<file path="config.mk">
export PLATFORM = sky130hd
export DESIGN_NAME = clmul_seq
export DESIGN_NICKNAME = d
export VERILOG_FILES = /design/src/rtl/clmul_seq.sv
export SDC_FILE = /design/constraint.sdc
export NUM_CORES = 1
export LEC_CHECK = 0
export CAP_MARGIN = 30
export CORE_MARGIN = 8
export CORE_UTILIZATION = 47
export DETAILED_ROUTE_END_ITERATION = 10
export PLACE_DENSITY = 0.71
export SYNTH_ARGS = -nofsm -noshare
export SYNTH_HDL_FRONTEND = slang
export SYNTH_SLANG_ARGS = --single-unit
</file>
<file path="constraint.sdc">
create_clock -name clk -period 1.4 [get_ports clk]
set_clock_uncertainty 0.05 [all_clocks]
set_input_delay 0.21 -clock clk [delete_from_list [all_inputs] [get_ports clk]]
set_output_delay 0.21 -clock clk [all_outputs]
set_load 0.02 [all_outputs]
</file>
<file path="src/rtl/clmul_seq.sv">
// clmul_seq -- sequential carry-less (GF(2)[x]) polynomial multiplier.
//
// Produces the unreduced 2*DATA_WIDTH-bit product of two field elements,
// consuming one multiplier bit per cycle, MSB first. The result feeds the
// reducer directly and shares its op_enable/op_finish level handshake.
//
// Ports:
//   clk          rising-edge clock
//   rst_n        asynchronous active-low reset
//   op_enable    level request: start in IDLE, hold until op_finish, drop to release
//   polyn_grade  field degree m (clamped to DATA_WIDTH); operand bits >= m are ignored
//   a_in, b_in   multiplicand / multiplier, sampled only on the start edge
//   out          registered product, updated only on completion (or cleared by reset)
//   op_finish    registered result-valid, high in DONE
module clmul_seq #(
  parameter int DATA_WIDTH = 4
) (
  input  logic                          clk,
  input  logic                          rst_n,
  input  logic                          op_enable,
  input  logic [$clog2(DATA_WIDTH):0]   polyn_grade,
  input  logic [DATA_WIDTH-1:0]         a_in,
  input  logic [DATA_WIDTH-1:0]         b_in,
  output logic [2*DATA_WIDTH-1:0]       out,
  output logic                          op_finish
);

  localparam int GW = $clog2(DATA_WIDTH) + 1;
  localparam int PW = 2 * DATA_WIDTH;

  typedef enum logic [1:0] {IDLE, RUN, DONE} state_t;

  // Operands captured at start. b is pre-aligned so the current multiplier
  // bit always sits at the MSB, which keeps the datapath free of a variable
  // bit select.
  typedef struct packed {
    logic [DATA_WIDTH-1:0] a;
    logic [DATA_WIDTH-1:0] b;
  } opnd_t;

  state_t                state, state_n;
  opnd_t                 opnd, opnd_n;
  logic [PW-1:0]         acc, acc_n, acc_step;
  logic [GW-1:0]         cnt, cnt_n;
  logic [PW-1:0]         out_n;
  logic                  fin_n;

  logic [GW-1:0]         m_eff;
  logic [DATA_WIDTH-1:0] op_mask;

  assign m_eff = (polyn_grade > GW'(DATA_WIDTH)) ? GW'(DATA_WIDTH) : polyn_grade;

  // Keep only operand bits below the effective degree.
  for (genvar i = 0; i < DATA_WIDTH; i++) begin : g_mask
    assign op_mask[i] = (GW'(i) < m_eff);
  end

  always_comb begin
    state_n  = state;
    opnd_n   = opnd;
    acc_n    = acc;
    cnt_n    = cnt;
    out_n    = out;
    fin_n    = op_finish;
    acc_step = (acc << 1) ^ (opnd.b[DATA_WIDTH-1] ? {{DATA_WIDTH{1'b0}}, opnd.a} : '0);

    case (state)
      IDLE: begin
        if (op_enable) begin
          state_n = RUN;
          opnd_n.a = a_in & op_mask;
          // Shift bit m_eff-1 up to the MSB; m_eff = 0 shifts everything out.
          opnd_n.b = (b_in & op_mask) << (GW'(DATA_WIDTH) - m_eff);
          acc_n   = '0;
          cnt_n   = m_eff;
        end
      end
      RUN: begin
        if (!op_enable) begin
          // Abort: leave out/op_finish untouched.
          state_n = IDLE;
        end else if (cnt == '0) begin
          // Degenerate m_eff = 0: empty product after a single edge.
          out_n   = '0;
          fin_n   = 1'b1;
          state_n = DONE;
        end else begin
          acc_n    = acc_step;
          opnd_n.b = opnd.b << 1;
          cnt_n    = cnt - 1'b1;
          if (cnt == GW'(1)) begin
            out_n   = acc_step;
            fin_n   = 1'b1;
            state_n = DONE;
          end
        end
      end
      DONE: begin
        if (!op_enable) begin
          state_n = IDLE;
          fin_n   = 1'b0;
        end
      end
      default: state_n = IDLE;
    endcase
  end

  always_ff @(posedge clk or negedge rst_n) begin
    if (!rst_n) begin
      state     <= IDLE;
      opnd      <= '0;
      acc       <= '0;
      cnt       <= '0;
      out       <= '0;
      op_finish <= 1'b0;
    end else begin
      state     <= state_n;
      opnd      <= opnd_n;
      acc       <= acc_n;
      cnt       <= cnt_n;
      out       <= out_n;
      op_finish <= fin_n;
    end
  end

endmodule
</file>
==> flow_metrics.env, run 1 <==
export IMPL_start_util_pct=47.71
export IMPL_setup_viol=7
export IMPL_ys_seq_elements=29
export IMPL_numCtsBuffers=5
export IMPL_p_per_area_nw_per_um2=1615
export IMPL_period_needed_ps=1489
export IMPL_syn_nets=157
export IMPL_ys_warnings_count=0
export IMPL_rsz0062_at_grt="yes"
export IMPL_wire_per_inst_um=15.86
export IMPL_dr_pass1_iters=4
export IMPL_antenna_cells=0
export IMPL_irDropWorstVdd_uv=634.2
export IMPL_worst_path_max_delay_cell="dfrtp_1"
export IMPL_fin_area_sq_um=2112
export IMPL_first_iter_violations=66
export IMPL_fp_row_count=20
export IMPL_num_fill_cells=222
export IMPL_dpl_hpwl_mm=2.429
export IMPL_r2r_slack_ps=-90
export IMPL_drive_gt1_share_pct=36.92
export IMPL_drc=0
export IMPL_timing_fmax_ghz=0.6718
export IMPL_crit_chain="nand2b_4, or3_4, a311oi_2, a221o_1"
export IMPL_die_x_um=70.75
export IMPL_grt_overflow=0
export IMPL_dieHeight_um=70.75
export IMPL_layout_common_cells="dfrtp_1 (29), buf_4 (24), nand2_1 (18)"
export IMPL_boundaryPins=23
export IMPL_fin_ws_ps=-88.59
export IMPL_path_max_fanout=6
export IMPL_power_total_mw=3.410
export IMPL_cp_start_kind="register"
export IMPL_tns_ps=-225.9
export IMPL_vias=1241
export IMPL_hold_viol_final=0
export IMPL_end_kind="register"
export IMPL_cts_root_buf="clkbuf_4"
export IMPL_grt_max_degree=30
export IMPL_area_growth_pct=49.91
export IMPL_critPathMaxStageDelay_ps=420
export IMPL_tightest_slew_ps=362.5
export IMPL_post_dp_cell_area_sq_um=1849
export IMPL_pre_cts_ws_ps=-675.1
export IMPL_slew_viol_final=0
export IMPL_ff2ff_path_depth=4
export IMPL_post_route_period_util_pct=106.3
export IMPL_yosysSeqAreaShare_pct=51.51
export IMPL_violations="setup timing"
export IMPL_crit_type="register to register"
export IMPL_dieArea_sq_um=5006
export IMPL_critPathRequiredTime_ps=1610
export IMPL_relSlewSlack_pct=75.58
export IMPL_cts_sinks=29
export IMPL_netlist_instances=139
export IMPL_fin_nets=213
export IMPL_seq_area_sq_um=725.7
export IMPL_routed_wl_mm=3.616
export IMPL_via_per_inst=5.443
export IMPL_critPathArrivalTime_ps=1700
export IMPL_grt_usage_pct=14.58
export IMPL_grt_pass1_wl_mm=5.906
export IMPL_postRouteAntennaNets=0
export IMPL_multi_input_area_sq_um=814.5
export IMPL_port_buffers=22
export IMPL_cap_violations=0
export IMPL_worst_r2r_endpoint="opnd[3]"
export IMPL_antenna_found_initial=0
export IMPL_synth_avg_cell_area_sq_um=10.14
export IMPL_gp_congestion=0.8170
export IMPL_yosys_cell_types_count=33
export IMPL_path_clk_slew_ps=80
export IMPL_status="finished, violations left"
export IMPL_power_leakage_nw=0.9765
export IMPL_min_path_type="input port to async pin"
export IMPL_clockBufferDepth=2
export IMPL_final_common_cell="dfrtp_1"
export IMPL_grt_pass1_vias=1306
export IMPL_reg2reg_from="state[1]"
export IMPL_cts_hold_fix_buffers=0
export IMPL_cts_tree="yes"
export IMPL_netlist_area_sq_um=1409
export IMPL_clock_latency_ps=320
export IMPL_core_area_sq_um=2953
export IMPL_cts_max_level=2
-- sequential cells by signal, summed over array words and instances, names as in the netlist --
register and flops:
opnd 8, out 8, acc 7, cnt 3
state 2, op_finish 1
-- timing repair --
item	CTS	global route
pin swaps	10	12
setup buffers	4	4
cloned	1	0
resized for setup	35	30
endpoints found under the setup margin	32	24
-- kinds of logic (layout without fill, tap and decap cells) --
logic type      count (synthesis)  count (layout)  synth area share (%)
fa+ha+maj                       4               4                 3.553
xor+xnor                        4               4                 2.486
buf+inv                        10              65                 3.819
flops                          29              29                 51.51
compound gates                 47              47                 22.03
simple gates                   45              46                 16.61
-- routing by layer --
layer | share of wire (%) | up-vias | global-route usage (%)
li1 | - | 607 | -
met1 | 42 | 597 | 16.03
met2 | 52 | 29 | 24.72
met3 | 4.3 | 8 | 3.814
met4 | 1.7 | 0 | 8.545
met5 | 0 | - | 0
-- synth_stat cells --
cell type / instances / share of area [%]
dfrtp_1: 29 / 52
nand2_1: 20 / 5.3
o21ai_0: 20 / 7.1
a22o_1: 7 / 4.4
a21oi_1: 6 / 2.1
nor2b_1: 6 / 2.7
inv_1: 5 / 1.3
ha_1: 4 / 3.6
xor2_1: 4 / 2.5
a21o_1: 3 / 1.6
nand2b_1: 3 / 1.3
nor2_1: 3 / 0.80
a221o_1: 2 / 1.4
a221oi_1: 2 / 1.2
and2_1: 2 / 0.89
buf_6: 2 / 1.6
clkbuf_1: 2 / 0.53
o31ai_1: 2 / 1.1
or2_2: 2 / 0.89
or3_1: 2 / 0.89
a211o_1: 1 / 0.62
a211oi_1: 1 / 0.53
a21oi_2: 1 / 0.62
a311oi_1: 1 / 0.62
a32o_1: 1 / 0.71
and3_1: 1 / 0.44
buf_2: 1 / 0.35
nand2b_2: 1 / 0.62
nand3_1: 1 / 0.35
nand4_2: 1 / 0.89
nor2b_2: 1 / 0.62
nor3_1: 1 / 0.35
nor3b_1: 1 / 0.53
-- critical path, delay by kind of cell, from the launching register on --
family,cells,cell delay (ps)
and+or+nand+nor,2,580
AOI/OAI and AO/OA,2,370
DFF,1,420
-- through the flow --
step                hold WS, ps  utilization [%]  instances
finish                    206.9            71.53        228
global route              238.1            71.53        228
CTS                       212.2            68.26        224
detailed placement        422.1            62.63        213
global placement          411.8            62.63        213
floorplan                -135.6                -        139
-- where the power goes --
group          switching, mW  internal (mW)  total [mW]
Sequential             0.178           1.06        1.23
Clock                  0.265          0.236       0.502
Combinational          0.833          0.841        1.67
Total                   1.28           2.13        3.41
-- layout make-up --
class,instances,area share [%]
Tap cell,33,1.955
Inverter,5,0.8886
Multi-Input combinational cell,101,38.57
Clock buffer,7,2.607
Timing Repair Buffer,53,21.62
Sequential cell,29,34.36
-- worst max path at each step --
stage | startpoint | endpoint | cells after the start
2_1_floorplan | polyn_grade[2] | opnd[3] | 7
3_3_place_gp | polyn_grade[0] | opnd[3] | 8
3_5_place_dp | polyn_grade[0] | opnd[3] | 8
4_1_cts | state[1] | opnd[3] | 4
5_1_grt | state[1] | opnd[3] | 4
6_report | state[1] | opnd[3] | 4
(Power assumes the default switching activity.)
==> run 2: changes to the inputs <==
PLACE_DENSITY = 0.83   (was 0.71)
==> run 2 against run 1 <==
The run still ends with setup timing left. Utilization shrank 0.72 points. Sequential cell count is the same. Power shrank 1.5%. Non-clock buffer count shrank 2. Routed wire length grew 0.14%. Critical path depth is the same. First-iteration DRC count grew 1.5%. Largest power group unchanged.
==> flow_metrics.env, run 2 (synthesis gave the netlist of run 1 again) <==
export IMPL_drive_gt1_share_pct=37.31
export IMPL_power_total_mw=3.358
export IMPL_seq_area_sq_um=726.9
export IMPL_status="finished, violations left"
export IMPL_critPathRequiredTime_ps=1570
export IMPL_slew_viol_final=0
export IMPL_grt_usage_pct=15.54
export IMPL_violations="setup timing"
export IMPL_period_needed_ps=1446
export IMPL_hold_viol_final=0
export IMPL_cap_violations=0
export IMPL_largestRegisters="opnd (8), out (8), acc (7)"
export IMPL_numCtsBuffers=5
export IMPL_layout_common_cells="dfrtp_1 (28), buf_4 (23), nand2_1 (19)"
export IMPL_boundaryPins=23
export IMPL_dpl_hpwl_mm=2.562
export IMPL_antenna_found_initial=0
export IMPL_busiest_layer="met2"
export IMPL_clockBufferDepth=2
export IMPL_p_per_area_nw_per_um2=1606
export IMPL_antenna_cells=0
export IMPL_reg2reg_from="cnt[0]"
export IMPL_via_per_inst=5.735
export IMPL_gp_congestion=0.8295
export IMPL_start_util_pct=47.71
export IMPL_end_kind="register"
export IMPL_cts_sinks=29
export IMPL_dieHeight_um=70.75
export IMPL_fin_ws_ps=-46.19
export IMPL_cts_hold_fix_buffers=0
export IMPL_die_x_um=70.75
export IMPL_post_route_period_util_pct=103.3
export IMPL_final_util_pct=70.81
export IMPL_gr_usage_met2_pct=26.26
export IMPL_vias=1296
export IMPL_multi_input_area_sq_um=795.8
export IMPL_tightest_slew_ps=367.5
export IMPL_postRouteAntennaNets=0
export IMPL_r2r_slack_ps=-50
export IMPL_routed_wl_mm=3.621
export IMPL_min_path_type="input port to async pin"
export IMPL_path_clk_slew_ps=100
export IMPL_fin_nets=210
export IMPL_first_iter_violations=67
export IMPL_port_buffers=22
export IMPL_use_met3_pct=6.073
export IMPL_pre_cts_ws_ps=-710.2
export IMPL_grt_overflow=0
export IMPL_ff2ff_path_depth=4
export IMPL_timing_fmax_ghz=0.6915
export IMPL_cts_max_level=2
export IMPL_setup_viol=7
export IMPL_clock_latency_ps=330
export IMPL_grt_pass1_vias=1389
export IMPL_rsz0062_at_grt="yes"
export IMPL_num_fill_cells=216
export IMPL_grt_pass1_wl_mm=6.285
export IMPL_hold_slack_ps=195.0
export IMPL_cts_tree="yes"
export IMPL_critPathArrivalTime_ps=1620
export IMPL_grt_max_degree=30
export IMPL_wire_per_inst_um=16.02
export IMPL_drc=0
export IMPL_dr_pass1_iters=5
export IMPL_met1_usage_pct=16.33
export IMPL_core_area_sq_um=2953
export IMPL_area_growth_pct=48.40
export IMPL_dieArea_sq_um=5006
export IMPL_irDropWorstVdd_uv=701.0
export IMPL_worst_r2r_endpoint="out[0]"
export IMPL_cp_start_kind="register"
export IMPL_final_common_cell="dfrtp_1"
export IMPL_crit_type="register to register"
export IMPL_cts_root_buf="clkbuf_4"
export IMPL_relSlewSlack_pct=75.50
export IMPL_fp_row_count=20
export IMPL_power_leakage_nw=0.9706
export IMPL_path_max_fanout=5
==> run 2: worst max path at each step <==
stage / startpoint / slack, ps / end
floorplan: polyn_grade[2] / -110 / opnd[3]
global placement: polyn_grade[0] / -580 / opnd[3]
detailed placement: polyn_grade[0] / -710 / opnd[3]
CTS: state[1] / -130 / opnd[3]
global route: cnt[1] / -100 / out[2]
finish: cnt[0] / -50 / out[0]
==> run 2: layer usage <==
| metal | wire length [um] | vias up |
|---|---|---|
| li1 | - | 602 |
| met2 | 1863 | 41 |
| met5 | 0 | - |
| met4 | 75 | 0 |
| met3 | 240 | 11 |
| met1 | 1441 | 642 |
==> run 2: timing repair <==
| action | 4_1_cts | 5_1_grt |
|---|---|---|
| setup endpoints to repair | 32 | 23 |
| setup buffers | 6 | 1 |
| pin swaps | 10 | 14 |
| cloned | 0 | 0 |
| resized for setup | 39 | 21 |
==> run 2: final cells by class <==
class                      instances  area share [%]
tap                               33           1.975
timing repair buffer              51           20.95
multi-input combinational        100           38.06
clock buffer                       7           3.112
sequential                        29           34.77
inverter                           5          0.8977
clock inverter                     1          0.2394
==> run 2: power breakdown <==
part	internal (mW)	total, mW	leakage [nW]	switching [mW]
clock	0.291	0.589	0.0413	0.298
combinational	0.752	1.53	0.546	0.777
sequential	1.06	1.24	0.384	0.183
==> run 2: per-stage QoR <==
step	TNS, ps	instances	instance area, sq um
final	-194.2	226	2091
after global routing	-912.7	226	2091
after CTS	-727.4	226	2041
after detailed placement	-6658	213	1849
after global placement	-5666	213	1849
after floorplan	-253.5	139	1464
==> run 2: critical path, cell delays in order (launching register included) <==
cell     delay [ps]
dfrtp_1         420
ha_2            210
nor3b_2         160
and2_2          220
a32o_1          280
==> run 3: changes to the inputs <==
CORE_UTILIZATION = 50   (was 47)
DONT_BUFFER_PORTS = 1   (was unset)
PLACE_DENSITY = 0.77   (was 0.83)
==> run 3 against run 2 <==
Sequential cell count did not move. Cell count fell by 8.4%. Count of clock-buffer cells in the layout did not move. First-iteration DRC count rose by 30%. Utilization rose by 4.0 points. Critical endpoint is now opnd[3]. Largest power group unchanged. Largest cell class unchanged. Critical path type unchanged. The run still ends with setup timing left. Highest routed layer unchanged.
==> flow_metrics.env, run 3 (synthesis gave the netlist of run 1 again) <==
export IMPL_worst_r2r_endpoint="opnd[3]"
export IMPL_clock_latency_ps=330
export IMPL_period_needed_ps=1488
export IMPL_grt_pass1_wl_mm=6.161
export IMPL_area_growth_pct=43.87
export IMPL_status="finished, violations left"
export IMPL_post_place_cells=182
export IMPL_cts_max_level=2
export IMPL_min_path_type="input port to register"
export IMPL_p_per_area_nw_per_um2=1715
export IMPL_hold_slack_ps=27.91
export IMPL_start_util_pct=51.99
export IMPL_reg2reg_from="state[1]"
export IMPL_num_fill_cells=187
export IMPL_core_area_sq_um=2710
export IMPL_drive_gt1_share_pct=45.45
export IMPL_cts_tree="yes"
export IMPL_cap_violations=0
export IMPL_power_total_mw=3.477
export IMPL_power_leakage_nw=0.9053
export IMPL_dpl_hpwl_mm=2.331
export IMPL_post_dp_cell_area_sq_um=1587
export IMPL_fin_nets=194
export IMPL_startpoint="state[1]"
export IMPL_die_x_um=69.08
export IMPL_wire_per_inst_um=18.68
export IMPL_hold_viol_final=0
export IMPL_fp_row_count=19
export IMPL_vias=1239
export IMPL_p_clk_share_pct=15.0
export IMPL_setup_viol=7
export IMPL_stdcell_count=207
export IMPL_switching_power_mw=1.366
export IMPL_grt_pass1_vias=1318
export IMPL_antenna_found_initial=0
export IMPL_combPwrFrac_pct=46.8
export IMPL_irDropWorstVdd_uv=1242
export IMPL_path_clk_slew_ps=100
export IMPL_switching_share_pct=39.28
export IMPL_grt_usage_pct=15.44
export IMPL_routed_wl_mm=3.867
export IMPL_final_common_cell="dfrtp_1"
export IMPL_seqPwrFrac_pct=38.2
export IMPL_r2r_slack_ps=-90
export IMPL_numCtsBuffers=5
export IMPL_postRouteAntennaNets=0
export IMPL_tns_ps=-341.5
export IMPL_clockBufferDepth=2
export IMPL_pre_cts_ws_ps=-191.1
export IMPL_drc=0
export IMPL_fin_area_sq_um=2027
export IMPL_dr_pass1_iters=4
export IMPL_largestRegisters="opnd (8), out (8), acc (7)"
export IMPL_end_kind="register"
export IMPL_post_route_period_util_pct=106.3
export IMPL_rsz0062_at_grt="yes"
export IMPL_first_iter_violations=87
export IMPL_antenna_cells=0
export IMPL_relSlewSlack_pct=64.37
export IMPL_cts_root_buf="clkbuf_4"
export IMPL_dieArea_sq_um=4772
export IMPL_tightest_slew_ps=528.9
export IMPL_crit_type="register to register"
export IMPL_dieHeight_um=69.08
export IMPL_p_int_mw=2.111
export IMPL_layout_common_cells="dfrtp_1 (28), buf_4 (18), nand2_1 (10)"
export IMPL_cp_start_kind="register"
export IMPL_grt_overflow=0
export IMPL_port_buffers=0
export IMPL_timing_fmax_ghz=0.6718
export IMPL_cts_sinks=29
export IMPL_critPathRequiredTime_ps=1610
export IMPL_fin_ws_ps=-88.46
export IMPL_path_max_fanout=6
export IMPL_via_per_inst=5.986
export IMPL_endpoint="opnd[3]"
export IMPL_violations="setup timing"
export IMPL_boundaryPins=23
export IMPL_final_util_pct=74.79
export IMPL_critPathArrivalTime_ps=1700
export IMPL_slew_viol_final=0
export IMPL_grt_max_degree=30
export IMPL_gp_congestion=0.8341
export IMPL_ff2ff_path_depth=4
run 3: layout make-up:
cell class	instances	area, sq um	area share (%)
Clock buffer	7	55.05	2.716
Inverter	5	18.77	0.9259
Multi-Input combinational cell	102	875.8	43.21
Sequential cell	29	726.9	35.86
Tap cell	31	38.79	1.914
Timing Repair Buffer	33	311.5	15.37
run 3: power by group through the flow:
stage | clock, mW | combinational, mW | sequential [mW]
finish | 0.521 | 1.63 | 1.33
global route | 0.569 | 1.77 | 1.35
CTS | 0.517 | 1.32 | 1.29
detailed placement | 0 | 1.01 | 1.30
global placement | 0 | 0.952 | 1.28
floorplan | 0 | 0.673 | 1.24
run 3: timing repair:
action,in CTS,in global routing
pin swaps,5,23
endpoints found under the setup margin,24,27
buffers inserted,8,2
hold endpoints to repair,35,2
resized for setup,25,43
cloned,1,1
hold buffers,7,2
run 3: critical path, cell delays in order, from the launching register on:
cell and delay, ps:
dfrtp_2 460, nand2b_4 190, or3_4 390, a311oi_2 200, a221o_1 140
run 3: how the worst min path moves through the flow:
stage                        start   endpoint  depth (start not counted)  slack, ps
finish              polyn_grade[2]     cnt[2]                          2         30
CTS                      op_enable  op_finish                          2        -30
detailed placement           rst_n     out[4]                          0       -130
global route             op_enable   state[0]                          2         30
global placement             rst_n     out[4]                          0       -130
floorplan                    rst_n     acc[0]                          0       -140
run 3: metal layers:
metal / wire length (um) / track usage (%) / vias up
met5: 0 / 0 / -
met4: 107 / 6.606 / 0
met3: 211 / 5.722 / 12
met2: 2083 / 27.77 / 40
met1: 1465 / 15.48 / 617
li1: - / - / 570
